## src/rtl/ctrl_pkg.sv

```systemverilog
// rtl/ctrl_pkg.sv - shared state, opcode/funct and control-field encodings for multi_cycle_ctrl
package ctrl_pkg;

    typedef enum logic [3:0] {
        IDLE      = 4'd0,
        FETCH     = 4'd1,
        DECODE    = 4'd2,
        MEM_ADDR  = 4'd3,
        MEM_READ  = 4'd4,
        MEM_WB    = 4'd5,
        MEM_WRITE = 4'd6,
        EXECUTE   = 4'd7,
        R_WB      = 4'd8,
        I_EXEC    = 4'd9,
        I_WB      = 4'd10,
        BRANCH    = 4'd11,
        JUMP      = 4'd12,
        TRAP      = 4'd13
    } state_t;

    localparam logic [5:0] OP_RTYPE = 6'b000000;
    localparam logic [5:0] OP_LW    = 6'b100011;
    localparam logic [5:0] OP_SW    = 6'b101011;
    localparam logic [5:0] OP_BEQ   = 6'b000100;
    localparam logic [5:0] OP_J     = 6'b000010;
    localparam logic [5:0] OP_ADDI  = 6'b001000;
    localparam logic [5:0] OP_ORI   = 6'b001101;
    localparam logic [5:0] OP_LUI   = 6'b001111;

    localparam logic [5:0] FN_ADD = 6'b100000;
    localparam logic [5:0] FN_SUB = 6'b100010;
    localparam logic [5:0] FN_AND = 6'b100100;
    localparam logic [5:0] FN_OR  = 6'b100101;
    localparam logic [5:0] FN_SLT = 6'b101010;

    typedef enum logic [2:0] {
        ALU_ADD = 3'b000,
        ALU_SUB = 3'b001,
        ALU_AND = 3'b010,
        ALU_OR  = 3'b011,
        ALU_SLT = 3'b100,
        ALU_LUI = 3'b101
    } alu_ctrl_t;

    typedef enum logic [1:0] {
        EXT_ZERO  = 2'b00,
        EXT_SIGN  = 2'b01,
        EXT_UPPER = 2'b10
    } ext_op_t;

    typedef enum logic [1:0] {
        SRCB_REG     = 2'b00,
        SRCB_FOUR    = 2'b01,
        SRCB_IMM     = 2'b10,
        SRCB_IMM_SH2 = 2'b11
    } src_b_t;

    typedef enum logic [1:0] {
        PC_ALU    = 2'b00,
        PC_ALUOUT = 2'b01,
        PC_JUMP   = 2'b10
    } pc_src_t;

    // Dispatch target out of DECODE; anything not in the supported ISA subset traps.
    function automatic state_t dispatch(input logic [5:0] op);
        case (op)
            OP_RTYPE:              return EXECUTE;
            OP_LW, OP_SW:          return MEM_ADDR;
            OP_BEQ:                return BRANCH;
            OP_J:                  return JUMP;
            OP_ADDI, OP_ORI,
            OP_LUI:                return I_EXEC;
            default:               return TRAP;
        endcase
    endfunction

endpackage

```

## src/rtl/alu_decoder.sv

```systemverilog
// rtl/alu_decoder.sv - combinational R-type funct to Aluctrl mapping with unknown-funct flag
module alu_decoder
    import ctrl_pkg::*;
(
    input  logic [5:0] funct,
    output alu_ctrl_t  alu_op,
    output logic       unknown
);

    always_comb begin
        alu_op  = ALU_ADD;
        unknown = 1'b0;
        case (funct)
            FN_ADD:  alu_op = ALU_ADD;
            FN_SUB:  alu_op = ALU_SUB;
            FN_AND:  alu_op = ALU_AND;
            FN_OR:   alu_op = ALU_OR;
            FN_SLT:  alu_op = ALU_SLT;
            default: unknown = 1'b1;
        endcase
    end

endmodule

```

## src/rtl/multi_cycle_ctrl.sv

```systemverilog
// rtl/multi_cycle_ctrl.sv - multi-cycle MIPS-subset control FSM; MULTI_CYCLE_CTRL_PERF_EN adds instr_cnt
module multi_cycle_ctrl
    import ctrl_pkg::*;
(
    input  logic        clk,
    input  logic        rst_n,
    input  logic [5:0]  OpCode,
    input  logic [5:0]  funct,
    input  logic        zero,
    input  logic        mem_ready,
    output logic        PCWrite,
    output logic [1:0]  PCSource,
    output logic        IorD,
    output logic        IRWrite,
    output logic        MemR,
    output logic        MemW,
    output logic        Mem2R,
    output logic        RegW,
    output logic        RegDst,
    output logic        AluSrcA,
    output logic [1:0]  AluSrcB,
    output logic [1:0]  ExtOp,
    output logic [2:0]  Aluctrl,
    output logic        illegal,
`ifdef MULTI_CYCLE_CTRL_PERF_EN
    output logic [31:0] instr_cnt,
`endif
    output logic [3:0]  state
);

    state_t     cur;
    logic [5:0] op_q;
    logic [5:0] fn_q;
    alu_ctrl_t  r_alu;
    logic       fn_bad;

    alu_decoder u_alu_decoder (
        .funct   (fn_q),
        .alu_op  (r_alu),
        .unknown (fn_bad)
    );

    // Dispatch in DECODE looks at the live opcode; later states use the latched copy.
    always_ff @(posedge clk or negedge rst_n) begin
        if (!rst_n) begin
            cur  <= IDLE;
            op_q <= 6'd0;
            fn_q <= 6'd0;
        end else begin
            case (cur)
                IDLE:      cur <= FETCH;
                FETCH:     if (mem_ready) cur <= DECODE;
                DECODE: begin
                    op_q <= OpCode;
                    fn_q <= funct;
                    cur  <= dispatch(OpCode);
                end
                MEM_ADDR:  cur <= (op_q == OP_SW) ? MEM_WRITE : MEM_READ;
                MEM_READ:  if (mem_ready) cur <= MEM_WB;
                MEM_WRITE: if (mem_ready) cur <= FETCH;
                MEM_WB:    cur <= FETCH;
                EXECUTE:   cur <= fn_bad ? TRAP : R_WB;
                R_WB:      cur <= FETCH;
                I_EXEC:    cur <= I_WB;
                I_WB:      cur <= FETCH;
                BRANCH:    cur <= FETCH;
                JUMP:      cur <= FETCH;
                TRAP:      cur <= TRAP;
                default:   cur <= IDLE;
            endcase
        end
    end

`ifdef MULTI_CYCLE_CTRL_PERF_EN
    logic retire;

    always_comb begin
        retire = 1'b0;
        case (cur)
            R_WB, MEM_WB, BRANCH, JUMP, I_WB: retire = 1'b1;
            MEM_WRITE:                        retire = mem_ready;
            default:                          retire = 1'b0;
        endcase
    end

    always_ff @(posedge clk or negedge rst_n) begin
        if (!rst_n) begin
            instr_cnt <= 32'd0;
        end else if (retire) begin
            instr_cnt <= instr_cnt + 32'd1;
        end
    end
`endif

    always_comb begin
        PCWrite  = 1'b0;
        PCSource = PC_ALU;
        IorD     = 1'b0;
        IRWrite  = 1'b0;
        MemR     = 1'b0;
        MemW     = 1'b0;
        Mem2R    = 1'b0;
        RegW     = 1'b0;
        RegDst   = 1'b0;
        AluSrcA  = 1'b0;
        AluSrcB  = SRCB_REG;
        ExtOp    = EXT_ZERO;
        Aluctrl  = ALU_ADD;
        illegal  = 1'b0;
        case (cur)
            FETCH: begin
                MemR     = 1'b1;
                IRWrite  = 1'b1;
                PCWrite  = 1'b1;
                PCSource = PC_ALU;
                AluSrcB  = SRCB_FOUR;
                Aluctrl  = ALU_ADD;
            end
            DECODE: begin
                AluSrcB = SRCB_IMM_SH2;
                ExtOp   = EXT_SIGN;
                Aluctrl = ALU_ADD;
            end
            MEM_ADDR: begin
                AluSrcA = 1'b1;
                AluSrcB = SRCB_IMM;
                ExtOp   = EXT_SIGN;
                Aluctrl = ALU_ADD;
            end
            MEM_READ: begin
                IorD = 1'b1;
                MemR = 1'b1;
            end
            MEM_WRITE: begin
                IorD = 1'b1;
                MemW = 1'b1;
            end
            MEM_WB: begin
                RegW  = 1'b1;
                Mem2R = 1'b1;
            end
            EXECUTE: begin
                AluSrcA = 1'b1;
                AluSrcB = SRCB_REG;
                Aluctrl = r_alu;
            end
            R_WB: begin
                RegW   = 1'b1;
                RegDst = 1'b1;
            end
            I_EXEC: begin
                AluSrcA = 1'b1;
                AluSrcB = SRCB_IMM;
                case (op_q)
                    OP_ADDI: begin ExtOp = EXT_SIGN;  Aluctrl = ALU_ADD; end
                    OP_ORI:  begin ExtOp = EXT_ZERO;  Aluctrl = ALU_OR;  end
                    OP_LUI:  begin ExtOp = EXT_UPPER; Aluctrl = ALU_LUI; end
                    default: begin ExtOp = EXT_ZERO;  Aluctrl = ALU_ADD; end
                endcase
            end
            I_WB: begin
                RegW = 1'b1;
            end
            BRANCH: begin
                AluSrcA  = 1'b1;
                AluSrcB  = SRCB_REG;
                Aluctrl  = ALU_SUB;
                PCSource = PC_ALUOUT;
                PCWrite  = zero;
            end
            JUMP: begin
                PCWrite  = 1'b1;
                PCSource = PC_JUMP;
            end
            TRAP: begin
                illegal = 1'b1;
            end
            default: begin
                illegal = 1'b0;
            end
        endcase
    end

    assign state = cur;

endmodule
```

## config.mk

```make
export PLATFORM = sky130hd
export DESIGN_NAME = multi_cycle_ctrl
export DESIGN_NICKNAME = d
export VERILOG_FILES = /design/src/rtl/ctrl_pkg.sv /design/src/rtl/alu_decoder.sv /design/src/rtl/multi_cycle_ctrl.sv
export SDC_FILE = /design/constraint.sdc
export NUM_CORES = 1
export LEC_CHECK = 0
export ABC_AREA = 0
export CAP_MARGIN = 30
export CORE_MARGIN = 5
export CORE_UTILIZATION = 40
export CTS_CLUSTER_SIZE = 28
export DETAILED_ROUTE_END_ITERATION = 12
export PLACE_DENSITY = 0.86
export RECOVER_POWER = 25
export SETUP_SLACK_MARGIN = 0.02
export SLEW_MARGIN = 20
export SYNTH_ARGS = -nofsm -noshare
export SYNTH_HDL_FRONTEND = slang
export SYNTH_SLANG_ARGS = --single-unit
```

## constraint.sdc

```tcl
create_clock -name clk -period 1.6 [get_ports clk]
set_input_delay 0.24 -clock clk [delete_from_list [all_inputs] [get_ports clk]]
set_output_delay 0.24 -clock clk [all_outputs]
set_load 0.05 [all_outputs]
```

==> results of run 1 <==
## through the flow
step	instance area, µm²	util, %	instances
detailed placement	2240	81.9	245
floorplan	1390	-	148
global placement	2240	81.9	245
## kinds of logic after synthesis
family	count (synthesis)
DFF	16
muxes	1
and+or+nand+nor	92
AOI/OAI and AO/OA	26
buffers and inverters	11
xor gates and xnor gates	2
## Yosys cell counts, types with 2 or more instances
cell	count	area (µm²)
o21ai_0	7	35.0
nand2b_1	9	56.3
clkbuf_1	6	22.5
nor3_1	7	35.0
nand4b_1	3	26.3
nor4_1	2	12.5
a211oi_1	2	15.0
xnor2_1	2	17.5
nand2_1	40	150
nor3b_1	3	22.5
nand4_1	4	25.0
nand3_1	3	15.0
inv_1	4	15.0
dfrtp_1	16	400
or4_1	2	15.0
a31o_2	2	17.5
a21oi_1	3	15.0
nor2_1	10	37.5
nand3b_1	3	22.5
==> impl_metrics.json, run 1 <==
{
  "die_x_um": 63.1,
  "syn_area_per_cell_um2": 7.63,
  "syn-num-nets": 164,
  "dp_hpwl_um": 3550,
  "yosysWarnings": 0,
  "outcome": "did not finish",
  "cts_hold_repair.buffers": 0,
  "error_line": "[ERROR DPL-0033] detailed placement checks failed during check placement.",
  "synthMuxAreaShare_pct": 0.886,
  "synth_compound_area_share_pct": 17.7,
  "h-tree-depth": 1,
  "initial_core_util_pct": 41.3,
  "io_buffers": 38,
  "synth_top_family_by_area": "simple AND/OR/NAND/NOR gates",
  "async_flop_share_pct": 100,
  "numCtsBuffers": 3,
  "synth_xor_area_share_pct": 1.55,
  "ys_ff_latch": 16,
  "clockBufferDepth": 2,
  "synth_cell_types": 39,
  "dieHeight_um": 63.1,
  "seq_area_frac_synth_pct": 35.4,
  "cts-root-buf": "clkbuf_4",
  "gp_congestion": 0.904,
  "pre_cts_slack_ns": -0.601,
  "syn_inst": 148,
  "cts_sinks": 16,
  "lastStage": "clock tree synthesis (4_1_cts)",
  "io_pins": 39,
  "syn-cell-area_mm2": 0.00113,
  "row_count": 19,
  "cts_setup_buffers": 23,
  "ys.flop_type": "dfrtp_1",
  "synth_edf_count": 0,
  "synthAdderAreaFrac_pct": 0,
  "cts.repair.resized": 69,
  "synthSimpleGateAreaFrac_pct": 40.6
}
==> inputs of run 2 (changes only) <==
- CORE_AREA: default -> 5 5 66 68
- CORE_MARGIN: 5 -> default
- CORE_UTILIZATION: 40 -> default
- CTS_CLUSTER_SIZE: 28 -> default
- DIE_AREA: default -> 0 0 71 73
- PLACE_DENSITY: 0.86 -> default
- PLACE_DENSITY_LB_ADDON: default -> 0.15
- SETUP_SLACK_MARGIN: 0.02 -> default
- clock period: 1.6 -> 2.1 ns (I/O delays scaled with it)
==> run 2 against run 1 <==
The flow now finishes without violations. Area after synthesis unchanged. Synthesized cell count did not move.
==> impl_metrics.json, run 2 <==
{
  "use_met3_pct": 3.44,
  "totalNegativeSetupSlack_ns": 0,
  "async_flop_share_pct": 100,
  "synth_top_family_by_area": "simple AND/OR/NAND/NOR gates",
  "io_buffers": 38,
  "maxCapViolations": 0,
  "synth_common_cells": "40 x nand2_1, 16 x dfrtp_1, 10 x nor2_1, 9 x nand2b_1",
  "synth_xor_area_share_pct": 1.55,
  "cts-root-buf": "clkbuf_8",
  "syn_area_per_cell_um2": 7.63,
  "drive_gt1_share_pct": 36.5,
  "drt_iter0_markers": 61,
  "clkSlewWorstSetupHoldPaths_ns": 0.07,
  "grt_util_met2_pct": 26.3,
  "crit_path_end_kind": "primary output",
  "yosysTopAreaCellShare_pct": 35.4,
  "synth_compound_area_share_pct": 17.7,
  "setup_viol": 0,
  "hp-class": "in2async",
  "worst_slew_pin_slew_ns": 0.518,
  "regArea_um2": 404,
  "numCtsBuffers": 3,
  "p_sw_share_pct": 48.9,
  "ir_drop_uv": 1260,
  "synthAdderAreaFrac_pct": 0,
  "grt_max_degree": 17,
  "diodes": 0,
  "clock_latency_ns": 0.25,
  "fillerInstances": 385,
  "dieHeight_um": 73,
  "nNetsFinal": 225,
  "grt_pass1_wl_um": 6400,
  "drt_first_pass_iters": 6,
  "cts_hold_repair.buffers": 0,
  "fin_crit_sh_pct": 95.0,
  "wl_per_cell_um": 14.5,
  "grtUsageMet1_pct": 20.2,
  "via_count": 1318,
  "viasPerCell": 5.11,
  "ys.flop_type": "dfrtp_1",
  "clock.fmax_mhz": 501,
  "h-tree-depth": 1,
  "synth_edf_count": 0,
  "ant_nets": 0,
  "p_total_mw": 3.08,
  "die_x_um": 71,
  "report.final.hold_viol_count": 0,
  "clockBufferDepth": 2,
  "dp_hpwl_um": 3030,
  "synthMuxAreaShare_pct": 0.886,
  "cp-start-kind": "register",
  "max_slew_margin_pct": 65.5,
  "area_delta_synth_final_pct": 83.7,
  "rrSetupSlack_ns": 0.40,
  "synthSimpleGateAreaFrac_pct": 40.6,
  "syn-cell-area_mm2": 0.00113,
  "fin_hold_ws_ns": 0.413,
  "gp_congestion": 0.860,
  "multiInputGateArea_um2": 790,
  "row_count": 23,
  "routed_wl_um": 3750,
  "arrival_ns": 1.68,
  "required_ns": 1.78,
  "cts_tree": "done",
  "busiest_layer": "met2",
  "initial_core_util_pct": 29.7,
  "yosysMostFrequentCell": "nand2_1",
  "period_needed_ns": 2.00,
  "antenna_found_initial": 0,
  "outcome": "finished clean",
  "fin_skew_ns": 0.00531,
  "yosys-top-cells-area": "dfrtp_1 35%, nand2_1 13%, nand2b_1 5.0%, nor2_1 3.3%, nor3_1 3.1%",
  "powerDensity_mw_per_mm2": 1480,
  "core_area_mm2": 0.00380,
  "final_cell_mix": "40 x nand2_1, 26 x buf_4, 18 x buf_12",
  "final_common_cell": "nand2_1",
  "drc": 0,
  "crit_type": "reg2out",
  "grt_pass1_vias": 1327,
  "switchingPower_mw": 1.51,
  "seq_area_frac_synth_pct": 35.4,
  "yosysWarnings": 0,
  "p_comb_share_pct": 71.2,
  "syn-num-nets": 164,
  "seqPwrFrac_pct": 20.1,
  "io_pins": 39,
  "power.internal_mw": 1.58,
  "grt_overflow": 0,
  "slew_viol_final": 0,
  "synth_cell_types": 39,
  "cts_sinks": 16,
  "synth_top_cell_by_area": "dfrtp_1",
  "ys_ff_latch": 16,
  "crit_fanout": 8,
  "fp.dieArea_mm2": 0.00518,
  "grtUsageTotal_pct": 15.3,
  "p_leak_nw": 0.850,
  "pwr-share-clk_pct": 8.7,
  "syn_inst": 148
}
[run 2: cell counts after synthesis]
Identical to the previous run, type by type.
[run 2: per-stage QoR]
stage	setup slack [ns]	cell area (µm²)	util, %	std cells
floorplan	-0.199	1230	-	148
CTS	0.00506	2000	52.6	251
global placement	-0.0229	1940	51.2	247
global route	-0.000873	2080	54.6	258
finish	0.104	2080	54.6	258
detailed placement	-0.0579	1940	51.2	247
[run 2: final cells by class]
class	count	share of cell area [%]
Clock buffer	4	2.65
Tap cell	50	3.01
Multi-Input combinational cell	121	38.0
Sequential cell	16	19.5
Inverter	4	0.904
Timing Repair Buffer	63	35.9
[run 2: kinds of logic after synthesis]
family / count (synthesis)
AO/OA/AOI/OAI: 26
XOR/XNOR: 2
buffers and inverters: 11
flip-flops: 16
multiplexers: 1
AND/OR/NAND/NOR: 92
[run 2: worst paths after layout]
kind | endpoint | from | depth (start not counted)
setup / recovery | AluSrcB[0] | state[0] | 5
hold / removal | state[1] | rst_n | 1
setup reg to reg | state[0] | state[2] | 5
hold reg to reg | op_q[3] | op_q[3] | 2
max in group asynchronous | fn_q[2] | rst_n | 2
min in group clk | op_q[3] | op_q[3] | 2
[run 2: critical path: stages, from the launching register on]
cell and delay, ns:
dfrtp_2 0.46, buf_4 0.17, nand2b_1 0.17, or3_1 0.34, nand2b_1 0.14, buf_12 0.15
[run 2: timing repair]
action	CTS	global route
buffers inserted	0	7
setup endpoints to repair	0	5
endpoints found under the hold margin	0	0
gates resized for setup	0	7
[run 2: power groups by stage]
| stage | registers (mW) | logic [mW] | clock network, mW |
|---|---|---|---|
| after floorplan | 0.685 | 1.18 | 0 |
| after global placement | 0.619 | 2.08 | 0 |
| after detailed placement | 0.633 | 2.10 | 0 |
| after CTS | 0.625 | 2.11 | 0.276 |
| after global routing | 0.641 | 2.35 | 0.286 |
| final | 0.620 | 2.19 | 0.269 |
[run 2: metal layers]
metal	routed length (µm)	part of all wire (%)
met3	135	3.6
met1	1670	44
met4	9	0.24
met5	0	0
met2	1940	52
Power figures use the tool's default switching activity.
==> inputs of run 3 (changes only) <==
- PLACE_DENSITY: default -> 0.57
- PLACE_DENSITY_LB_ADDON: 0.15 -> default
==> run 3 against run 2 <==
Critical path depth decreased by 3. Non-clock buffer count decreased by 5. Sequential power increased by 3%. Clock skew decreased by 0.0044 ns. Design area decreased by 3.0%. Setup slack got worse by 0.045 ns. Sequential cell count unchanged.
==> impl_metrics.json, run 3 (synthesis results as in run 2) <==
{
  "outcome": "finished clean",
  "hp-class": "reg2reg",
  "clkSlewWorstSetupHoldPaths_ns": 0.06,
  "crit_fanout": 16,
  "clockBufferDepth": 2,
  "drc": 0,
  "routed_wl_um": 3730,
  "max_slew_margin_pct": 37.6,
  "min_path_cells": 2,
  "worst_slew_pin_slew_ns": 0.936,
  "final_cell_mix": "40 x nand2_1, 23 x buf_4, 18 x buf_12",
  "crit_path_start": "state[1]",
  "fin_skew_ns": 0.000876,
  "drt_iter0_markers": 79,
  "crit_path_end": "state[1]",
  "worstReg2RegStart": "state[2]",
  "core_area_mm2": 0.00380,
  "dp_cells": 245,
  "antenna_found_initial": 0,
  "area_delta_synth_final_pct": 78.3,
  "gp_congestion": 0.810,
  "grt_max_degree": 17,
  "clock.fmax_mhz": 490,
  "grt_pass1_wl_um": 6290,
  "nNetsFinal": 220,
  "period_needed_ns": 2.04,
  "reg2regPathDepth": 6,
  "row_count": 23,
  "drive_gt1_share_pct": 33.5,
  "die_x_um": 71,
  "io_pins": 39,
  "p_leak_nw": 0.823,
  "ant_nets": 0,
  "required_ns": 1.78,
  "finalNonFillerCells": 253,
  "drt_first_pass_iters": 4,
  "rrSetupSlack_ns": 0.48,
  "cp-start-kind": "register",
  "use_met3_pct": 3.17,
  "grtUsageMet1_pct": 18.4,
  "grt_pass1_vias": 1318,
  "h-tree-depth": 1,
  "report.final.hold_viol_count": 0,
  "dieHeight_um": 73,
  "arrival_ns": 1.73,
  "io_buffers": 38,
  "grt_util_met2_pct": 26.6,
  "cts-root-buf": "clkbuf_8",
  "clock_latency_ns": 0.25,
  "dp_hpwl_um": 2930,
  "cts_tree": "done",
  "fin_crit_sh_pct": 97.2,
  "grtUsageTotal_pct": 14.9,
  "initial_core_util_pct": 29.7,
  "grt_overflow": 0,
  "crit_path_end_kind": "primary output",
  "viasPerCell": 5.15,
  "wl_per_cell_um": 14.7,
  "crit_type": "reg2out",
  "busiest_layer": "met2",
  "fp.dieArea_mm2": 0.00518,
  "slew_viol_final": 0,
  "fillerInstances": 364,
  "powerDensity_mw_per_mm2": 1480,
  "via_count": 1302,
  "ir_drop_uv": 560,
  "timing.rr.end": "state[0]",
  "setup_viol": 0,
  "post-route-util_pct": 53.0,
  "diodes": 0,
  "maxCapViolations": 0,
  "final_common_cell": "nand2_1",
  "cts_sinks": 16,
  "numCtsBuffers": 3
}
-- run 3: cell types whose count changed in the layout (fill, tap and decap cells not counted) --
cell | before | now
a2111oi_0 | 1 | 0
a2111oi_1 | 0 | 1
buf_4 | 26 | 23
buf_6 | 1 | 0
buf_8 | 1 | 0
clkbuf_1 | 1 | 2
clkbuf_8 | 4 | 3
clkinvlp_4 | 1 | 0
inv_1 | 3 | 4
nand2b_2 | 1 | 0
nand2b_4 | 0 | 1
nor3b_1 | 2 | 3
nor3b_2 | 1 | 0
-- run 3: through the flow --
| step | total power, mW | setup slack, ns | TNS (ns) | hold slack [ns] | area, µm² |
|---|---|---|---|---|---|
| 5_1_grt | 3.16 | -0.00521 | -0.00969 | 0.495 | 2010 |
| 3_5_place_dp | 2.69 | -0.0671 | -0.0988 | 0.459 | 1930 |
| 2_1_floorplan | 1.87 | -0.199 | -0.445 | 0.0194 | 1230 |
| 6_report | 2.99 | 0.0590 | 0 | 0.475 | 2010 |
| 4_1_cts | 2.94 | 0.0324 | 0 | 0.403 | 1970 |
| 3_3_place_gp | 2.66 | -0.0359 | -0.0359 | 0.453 | 1930 |
-- run 3: worst max-delay path, stage by stage, from the launching register on --
cell and delay, ns:
dfrtp_2 0.41, buf_4 0.23, clkdlybuf4s50_1 0.84
-- run 3: report_power, final --
| part | switching (mW) | leakage [nW] | total (mW) | internal, mW |
|---|---|---|---|---|
| sequential | 0.174 | 0.189 | 0.637 | 0.463 |
| clock | 0.108 | 0.0228 | 0.242 | 0.134 |
| combinational | 1.20 | 0.611 | 2.11 | 0.908 |
| total | 1.48 | 0.823 | 2.99 | 1.50 |
-- run 3: worst min-delay path by stage --
stage	from	to	slack, ns
2_1_floorplan	rst_n	fn_q[0]	0.02
3_3_place_gp	op_q[4]	op_q[4]	0.45
3_5_place_dp	fn_q[5]	fn_q[5]	0.46
4_1_cts	rst_n	state[2]	0.40
5_1_grt	fn_q[5]	fn_q[5]	0.50
6_report	fn_q[5]	fn_q[5]	0.47
-- run 3: what timing repair did --
action,in CTS,in global routing
resized for setup,0,4
setup endpoints to repair,0,4
hold buffers,0,0
buffers inserted,0,4
hold endpoints to repair,0,0
-- run 3: layout make-up --
class | instances | area [µm²] | area share, %
inverter | 4 | 15.0 | 0.745
tap | 50 | 62.6 | 3.11
multi-input combinational | 121 | 791 | 39.3
clock buffer | 4 | 45.0 | 2.24
sequential | 16 | 404 | 20.1
timing repair buffer | 58 | 697 | 34.6
-- run 3: layer usage --
layer	vias to the layer above	share of wire, %	wire length, µm
met4	0	0.72	27
met3	2	4.7	177
met2	41	53	1960
met1	617	42	1570
li1	642	-	-
met5	-	0	0
